`config.mk`:
```
export PLATFORM = sky130hd
export DESIGN_NAME = eth_phy_10g_bert_ctrl
export DESIGN_NICKNAME = d
export VERILOG_FILES = /design/src/rtl/eth_phy_10g_bert_pkg.sv /design/src/rtl/eth_bert_sat_acc.sv /design/src/rtl/eth_phy_10g_bert_ctrl.sv
export SDC_FILE = /design/constraint.sdc
export NUM_CORES = 1
export LEC_CHECK = 0
export CAP_MARGIN = 20
export CORE_UTILIZATION = 52
export CTS_CLUSTER_SIZE = 30
export DETAILED_ROUTE_END_ITERATION = 10
export GPL_TIMING_DRIVEN = 0
export PLACE_DENSITY = 0.78
export SLEW_MARGIN = 20
export SYNTH_ARGS = -nofsm -noshare
export SYNTH_HDL_FRONTEND = slang
export SYNTH_SLANG_ARGS = --single-unit
export TNS_END_PERCENT = 30
```
`constraint.sdc`:
```
create_clock -name rx_clk -period 4.7 [get_ports rx_clk]
set_input_delay 0.94 -clock rx_clk [delete_from_list [all_inputs] [get_ports rx_clk]]
set_output_delay 0.94 -clock rx_clk [all_outputs]
set_load 0.05 [all_outputs]
```
`src/rtl/eth_phy_10g_bert_pkg.sv`:
```
// eth_phy_10g_bert_pkg: shared state encoding and widths for the 10G PHY BERT sequencer
package eth_phy_10g_bert_pkg;
  localparam int ST_W = 3;
  localparam int CNT_W = 7;
  localparam int RELOCK_MAX = 3;
  typedef enum logic [ST_W-1:0] {
    IDLE      = 3'd0,
    PHY_RST   = 3'd1,
    WAIT_LOCK = 3'd2,
    SETTLE    = 3'd3,
    MEASURE   = 3'd4,
    DONE      = 3'd5
  } state_e;
endpackage

```
`src/rtl/eth_bert_sat_acc.sv`:
```
// eth_bert_sat_acc: ERR_W-bit accumulator of a small per-cycle operand that sticks at all-ones
module eth_bert_sat_acc
  import eth_phy_10g_bert_pkg::*;
#(
  parameter int ERR_W = 32,
  parameter int IN_W  = CNT_W
) (
  input  logic             clk,
  input  logic             rst_n,
  input  logic             clr,
  input  logic             en,
  input  logic [IN_W-1:0]  add,
  output logic [ERR_W-1:0] sum,
  output logic [ERR_W-1:0] nxt
);
  logic [ERR_W:0]   ext;
  logic [ERR_W-1:0] sum_q;
  always_comb begin
    ext = {1'b0, sum_q} + (ERR_W+1)'(add);
    nxt = clr ? '0 : en ? (ext[ERR_W] ? '1 : ext[ERR_W-1:0]) : sum_q;
  end
  always_ff @(posedge clk or negedge rst_n) begin
    if (!rst_n) sum_q <= '0;
    else sum_q <= nxt;
  end
  assign sum = sum_q;
endmodule

```
`src/rtl/eth_phy_10g_bert_ctrl.sv`:
```
// eth_phy_10g_bert_ctrl: PRBS31 bit-error-rate test sequencer for the 10G PHY.
// Define ETH_PHY_10G_BERT_RELOCK_EN to let MEASURE survive up to RELOCK_MAX lock losses.
module eth_phy_10g_bert_ctrl
  import eth_phy_10g_bert_pkg::*;
#(
  parameter int RST_CYCLES    = 16,
  parameter int LOCK_TIMEOUT  = 4096,
  parameter int SETTLE_CYCLES = 64,
  parameter int WIN_W         = 32,
  parameter int ERR_W         = 32
) (
  input  logic             rx_clk,
  input  logic             rx_rst_n,
  input  logic             start,
  input  logic             abort,
  input  logic [WIN_W-1:0] cfg_window,
  input  logic [ERR_W-1:0] cfg_err_limit,
  input  logic             rx_block_lock,
  input  logic             rx_high_ber,
  input  logic [CNT_W-1:0] rx_error_count,
  output logic             phy_rst,
  output logic             cfg_tx_prbs31_enable,
  output logic             cfg_rx_prbs31_enable,
  output logic             busy,
  output logic             done,
  output logic             pass,
  output logic             timeout,
  output logic             lock_lost,
  output logic [ERR_W-1:0] err_total,
  output logic [ST_W-1:0]  state
);
  state_e           state_q, state_d;
  logic [31:0]      cnt_q, cnt_d;
  logic [WIN_W-1:0] win_q, win_d, win_len_q, win_len_d;
  logic [ERR_W-1:0] limit_q, limit_d, acc_nxt;
  logic             phy_rst_q, phy_rst_d, en_q, en_d, busy_q, busy_d;
  logic             done_q, done_d, pass_q, pass_d, timeout_q, timeout_d, lost_q, lost_d;
  logic             acc_clr, acc_en;
`ifdef ETH_PHY_10G_BERT_RELOCK_EN
  logic [1:0]       relock_q, relock_d;
`endif

  eth_bert_sat_acc #(.ERR_W(ERR_W), .IN_W(CNT_W)) u_acc (
    .clk(rx_clk), .rst_n(rx_rst_n), .clr(acc_clr), .en(acc_en),
    .add(rx_error_count), .sum(err_total), .nxt(acc_nxt)
  );

  always_comb begin
    state_d   = state_q;
    cnt_d     = cnt_q;
    win_d     = win_q;
    win_len_d = win_len_q;
    limit_d   = limit_q;
    phy_rst_d = phy_rst_q;
    en_d      = en_q;
    done_d    = done_q;
    pass_d    = pass_q;
    timeout_d = timeout_q;
    lost_d    = lost_q;
    acc_clr   = 1'b0;
    acc_en    = 1'b0;
`ifdef ETH_PHY_10G_BERT_RELOCK_EN
    relock_d  = relock_q;
`endif
    if (abort) begin
      state_d   = IDLE;
      phy_rst_d = 1'b0;
      en_d      = 1'b0;
      {done_d, pass_d, timeout_d, lost_d} = '0;
    end else if (start && (state_q == IDLE || state_q == DONE)) begin
      state_d   = PHY_RST;
      cnt_d     = '0;
      win_d     = '0;
      win_len_d = (cfg_window == '0) ? WIN_W'(1) : cfg_window;
      limit_d   = cfg_err_limit;
      phy_rst_d = 1'b1;
      en_d      = 1'b0;
      {done_d, pass_d, timeout_d, lost_d} = '0;
      acc_clr   = 1'b1;
`ifdef ETH_PHY_10G_BERT_RELOCK_EN
      relock_d  = '0;
`endif
    end else begin
      case (state_q)
        IDLE, DONE: ;
        PHY_RST: begin
          cnt_d = cnt_q + 32'd1;
          if (cnt_q == 32'(RST_CYCLES - 1)) begin
            state_d   = WAIT_LOCK;
            cnt_d     = '0;
            phy_rst_d = 1'b0;
          end
        end
        WAIT_LOCK: begin
          cnt_d = cnt_q + 32'd1;
          if (rx_block_lock && !rx_high_ber) begin
            state_d = SETTLE;
            cnt_d   = '0;
            en_d    = 1'b1;
          end else if (cnt_q == 32'(LOCK_TIMEOUT - 1)) begin
            state_d   = DONE;
            en_d      = 1'b0;
            done_d    = 1'b1;
            timeout_d = 1'b1;
          end
        end
        SETTLE: begin
          cnt_d = cnt_q + 32'd1;
          if (cnt_q == 32'(SETTLE_CYCLES - 1)) begin
            state_d = MEASURE;
            cnt_d   = '0;
          end
        end
        MEASURE: begin
          acc_en = 1'b1;
          win_d  = win_q + 1'b1;
          if (!rx_block_lock) begin
`ifdef ETH_PHY_10G_BERT_RELOCK_EN
            if (relock_q < 2'(RELOCK_MAX)) begin
              state_d  = WAIT_LOCK;
              cnt_d    = '0;
              relock_d = relock_q + 2'd1;
            end else
`endif
            begin
              state_d = DONE;
              en_d    = 1'b0;
              done_d  = 1'b1;
              lost_d  = 1'b1;
            end
          end else if (win_q == win_len_q - 1'b1) begin
            state_d = DONE;
            en_d    = 1'b0;
            done_d  = 1'b1;
            pass_d  = acc_nxt <= limit_q;
          end
        end
        default: begin
          state_d   = IDLE;
          phy_rst_d = 1'b0;
          en_d      = 1'b0;
        end
      endcase
    end
    busy_d = state_d != IDLE && state_d != DONE;
  end

  always_ff @(posedge rx_clk or negedge rx_rst_n) begin
    if (!rx_rst_n) begin
      state_q   <= IDLE;
      cnt_q     <= '0;
      win_q     <= '0;
      win_len_q <= '0;
      limit_q   <= '0;
      phy_rst_q <= 1'b0;
      en_q      <= 1'b0;
      busy_q    <= 1'b0;
      done_q    <= 1'b0;
      pass_q    <= 1'b0;
      timeout_q <= 1'b0;
      lost_q    <= 1'b0;
`ifdef ETH_PHY_10G_BERT_RELOCK_EN
      relock_q  <= '0;
`endif
    end else begin
      state_q   <= state_d;
      cnt_q     <= cnt_d;
      win_q     <= win_d;
      win_len_q <= win_len_d;
      limit_q   <= limit_d;
      phy_rst_q <= phy_rst_d;
      en_q      <= en_d;
      busy_q    <= busy_d;
      done_q    <= done_d;
      pass_q    <= pass_d;
      timeout_q <= timeout_d;
      lost_q    <= lost_d;
`ifdef ETH_PHY_10G_BERT_RELOCK_EN
      relock_q  <= relock_d;
`endif
    end
  end

  assign phy_rst              = phy_rst_q;
  assign cfg_tx_prbs31_enable = en_q;
  assign cfg_rx_prbs31_enable = en_q;
  assign busy                 = busy_q;
  assign done                 = done_q;
  assign pass                 = pass_q;
  assign timeout              = timeout_q;
  assign lock_lost            = lost_q;
  assign state                = state_q;
endmodule

```
==> results.md <==
- The flow ran to the end, and the final reports show no timing, DRC or antenna violations.
- The depth of the worst hold-timing path is 2.
- The buffer and inverter count on the worst path is 1.
- Global routing used 4.96% of the available met3 tracks.
- At the end of routability-driven placement, the weighted congestion stood at 0.961.
- The total of flip-flops plus latches after synthesis is 170.
- The maximum fanout count along the critical path is 3.
- The combinational family with the most area after synthesis is simple AND/OR/NAND/NOR gates.
- On the critical path, the stage with the largest delay is an instance of sky130_fd_sc_hd__clkdlybuf4s50_1.
- For this run, the detailed router's first-pass iteration total came to 6.
- When the netlist entered floorplanning its net count stood at 1306.
- Detailed placement finished with a half-perimeter wire length of 20300 um.
- The post-synthesis async set-or-reset flop share is 100%.
- The number of antenna violations at the first check in global routing is 0.
- The via count is 9501.
- The final setup violation count is 0.
- After the first detailed-routing iteration, the DRC count stood at 765.
- Across the routed clock network, the largest skew measured is between 10 and 15 ps.
- The commonest cells after synthesis are sky130_fd_sc_hd__nand2_1 (178), sky130_fd_sc_hd__dfrtp_1 (170), sky130_fd_sc_hd__nor2_1 (119), sky130_fd_sc_hd__o21ai_0 (76), sky130_fd_sc_hd__xor2_1 (58).
- The total I/O pin count is 120.
- The number of global-route vias before repair is 9436.
- The mux share of post-synthesis cell area is 0.483%.
- The utilization after layout is between 60% and 70%.
- Summing internal, switching and leakage power gives 3.99 mW.
- The final layout contains roughly 1500 nets.
- No sink is reached through more buffers than the 2 on the longest clock path.
- The Yosys warning count is 0.
- The remaining antenna violation count after routing is 0.
- The floorplan core area is between 15000 and 20000 sq um.
- Global routing consumed, on the met1 layer, 38.1% of the routing resources.
- Entering global routing, the biggest net connects 96 pins.
- The first global-routing pass estimated 46400 um of wire.
- The total power per unit cell area is between 300 and 400 nW/um^2.
- The type of destination of the critical path is a flip-flop.
- Traced cell by cell, the critical path runs through clkdlybuf4s50_1, ha_4, a21o_1, a21oi_2, o21bai_1, a21oi_2, o21ba_4, o31ai_4, o221a_4, ha_4, nor2b_1, o21a_1, o21ai_2, a21oi_2, o31a_1, o41ai_2, a22oi_2, a311oi_2.
- The width of the chip is 143 um.
- The total congestion overflow after global routing is 0.
- The floorplan step set the die height to 143 um.
- Counting stages on the worst path, the most repeated cell is sky130_fd_sc_hd__a21oi_2.
- The netlist uses 76 different library cells.
- After layout, the minimum clock period comes to 4560 ps.
- The critical path launch point type is an input port.
- The number of cells on the worst reg-to-reg path is 18.
- After synthesis the cells add up to between 10000 and 15000 sq um.
- The number of max-slew violations in the final report is 0.
- The H-tree was split into 4 levels.
- The number of failing hold endpoints at the final stage is 0.
- The area growth from synthesis to layout is 24.2%.
- Summing the sequential cell areas from Yosys gives 41.0% of the chip area.
- At the later pin of the worst-skew pair, clock insertion delay measures about 440 ps.
- For this configuration, the core starts out at a cell density of a little over half.
- The data required time of the critical path is 5040 ps.
- The path class of the lowest-slack min-delay path is flip-flop to flip-flop.
- In this run the static leakage power is about 5.6 nW.
- The simple-gate share of the synthesized area is about 27%.
- Yosys instantiated no cell more often than sky130_fd_sc_hd__nand2_1.
- The pre-CTS setup slack is -1250 ps.
- The post-route fraction of the period consumed by the critical path is 96.9%.
- The buffer type at the clock tree root is sky130_fd_sc_hd__clkbuf_16.
- The startpoint identified for the worst hold timing path is cnt_q[1]$_DFFE_PN0P_.
- The synthesized netlist devotes 5.36% of its cell area to adder and majority cells.
- The number of rows created at floorplan is 51.
- The repair_antennas step left the layout with diodes totalling 0.
- The sink count of the clock tree is 170.
- In this design, the largest share of critical-path delay is due to compound AO/OA/AOI/OAI gates.
- The fraction of the mapped netlist area in compound gates is 12.9%.
- Counting the buffers created by CTS gives 17.
- Wires add up to around 28000 um.
- The die footprint is between 20000 and 25000 sq um.
- The critical register-to-register path startpoint is state[1]$_DFF_PN0_.
- The peak-usage layer in the global routing report is met2.
- IR analysis of the VDD net gives a maximum drop of 0.264 mV.
- Across all register-to-register paths, the minimum setup slack is 270 ps.
- The prevailing post-synth register cell is sky130_fd_sc_hd__dfrtp_1.
- Counting flops with a built-in enable in the synthesized netlist gives 0.
- Averaged over all synthesized cells, the footprint is 8.74 sq um.
- Based on the critical path, the design can be clocked at up to 219 MHz.
- The clock tree from TritonCTS is built.
- The mean number of vias per cell is 5.86.
- The worst register-to-register path ends at pass$_DFFE_PN0P_.
- Of the post-synthesis cell area, the dominant cell type holds 41.0%.
- The tool flagged a number of max-cap violations equal to 0.
- For this run, the total global-route usage over all layers was measured as 29.0%.
- For met2 alone, demand over resource in global routing was 46.9%.
- The worst setup path category is input port to flip-flop.
- The synthesized netlist devotes 9.03% of its cell area to XOR and XNOR gates.
- At the pin with the least slew margin, the transition time is between 900 and 1000 ps.
- The register clock-pin slew on the reported worst setup and hold paths is 70 ps.
- The count of input and output buffers is 118.
- Dividing the detail-routed wire length by the instance count gives 17.4 um.
- Synthesis produced roughly 1200 cells.
- The path with the worst hold slack has its endpoint at cnt_q[1]$_DFFE_PN0P_.
- The worst path setup slack after routing is 143 ps.
- In the final layout, the share of cells above drive strength 1 is 9.58%.
- On the final layout, the worst hold slack is 504 ps.
- After synthesis, the cell types taking the most area are sky130_fd_sc_hd__dfrtp_1 (41%), sky130_fd_sc_hd__nand2_1 (6.4%), sky130_fd_sc_hd__ha_1 (5.1%), sky130_fd_sc_hd__xor2_1 (4.9%), sky130_fd_sc_hd__nor2_1 (4.3%).
- On the worst path, the slowest cell contributes a delay of 450 ps.
- Summed over all instances, the cell type with the most area after synthesis is sky130_fd_sc_hd__dfrtp_1.
- In the routed design, unresolved DRC markers number 0.
- Data arrives at the worst endpoint at between 4000 and 5000 ps.
- In the final timing run, aggregate negative setup slack is 0 ps.
- The headroom to the max-slew limit is 37.8%.
[area by class of cell]
class | count | area, sq um
plain buffers | 49 | 274
clock buffers | 17 | 425
clock inverters | 15 | 146
fillers | 1637 | 6650
inverters | 51 | 191
multi-input cells | 916 | 5870
flip-flops and latches | 170 | 4250
well taps | 265 | 332
repair buffers | 139 | 1380
[stage by stage]
step | area (sq um) | std cells
after floorplan | 10400 | 1186
after global placement | 11900 | 1569
after detailed placement | 11900 | 1571
after CTS | 12700 | 1615
after global routing | 12900 | 1622
final | 12900 | 1622
[flip-flops by register name (all words and copies together) (netlist names)]
signal	cells
lock_lost	1
pass	1
cfg_rx_prbs31_enable	1
busy	1
win_q	32
state	3
done	1
u_acc.sum	32
phy_rst	1
limit_q	32
win_len_q	32
cnt_q	32
timeout	1
[power breakdown]
group          internal, mW  switching, mW
sequential             1.59          0.109
clock                 0.707          0.688
combinational         0.367          0.528
[worst reg2reg max path, delay by kind of cell, from the launching register on]
family,cells,cell delay [ps]
XOR/XNOR,1,150
buffers and inverters,2,340
AND/OR/NAND/NOR,6,1690
adder cells (fa/ha/maj),1,340
AO/OA/AOI/OAI,8,1340
flip-flops,1,490
[timing repair]
| item | 4_1_cts | 5_1_grt |
|---|---|---|
| resized for setup | 33 | 14 |
| gates cloned | 0 | 0 |
| pin swaps | 22 | 21 |
| buffers inserted | 12 | 7 |
| setup endpoints to repair | 1 | 1 |
| hold buffers | 0 | 0 |
[how the worst max path moves through the flow]
stage,startpoint,to,slack (ps),cells past startpoint
after detailed placement,rx_error_count[0],pass$_DFFE_PN0P_,-1250,19
after global routing,rx_error_count[0],pass$_DFFE_PN0P_,-30,22
after global placement,rx_rst_n,cnt_q[0]$_DFFE_PN0P_,-4360,1
after floorplan,rx_error_count[0],pass$_DFFE_PN0P_,20,20
after CTS,rx_error_count[1],pass$_DFFE_PN0P_,9,19
final,rx_error_count[2],pass$_DFFE_PN0P_,140,18
[layout by cell type (no fill, tap or decap), drive strengths merged, types with 32 or more instances in the layout]
master	instances
nand2	178
dfrtp	170
nor2	119
clkdlybuf4s50	115
o21ai	77
inv	61
xor2	58
clkbuf	52
a21oi	49
xnor2	48
ha	42
nand4	36
buf	36
nor3	34
nor4	33
nand3	32
[cells by family (layout without fill, tap and decap cells)]
group                    Yosys count  in the layout
adder cells (fa/ha/maj)           44             44
XOR/XNOR                         106            106
AO/OA/AOI/OAI                    214            214
multiplexers                       5              5
buffers and inverters            100            271
AND/OR/NAND/NOR                  547            547
flip-flops                       170            170
[per-layer routing]
metal,share of wire (%),vias up
li1,-,4514
met1,44,4578
met2,47,342
met3,5.7,67
met4,3.1,0
met5,0,-
(Power assumes the default switching activity.)
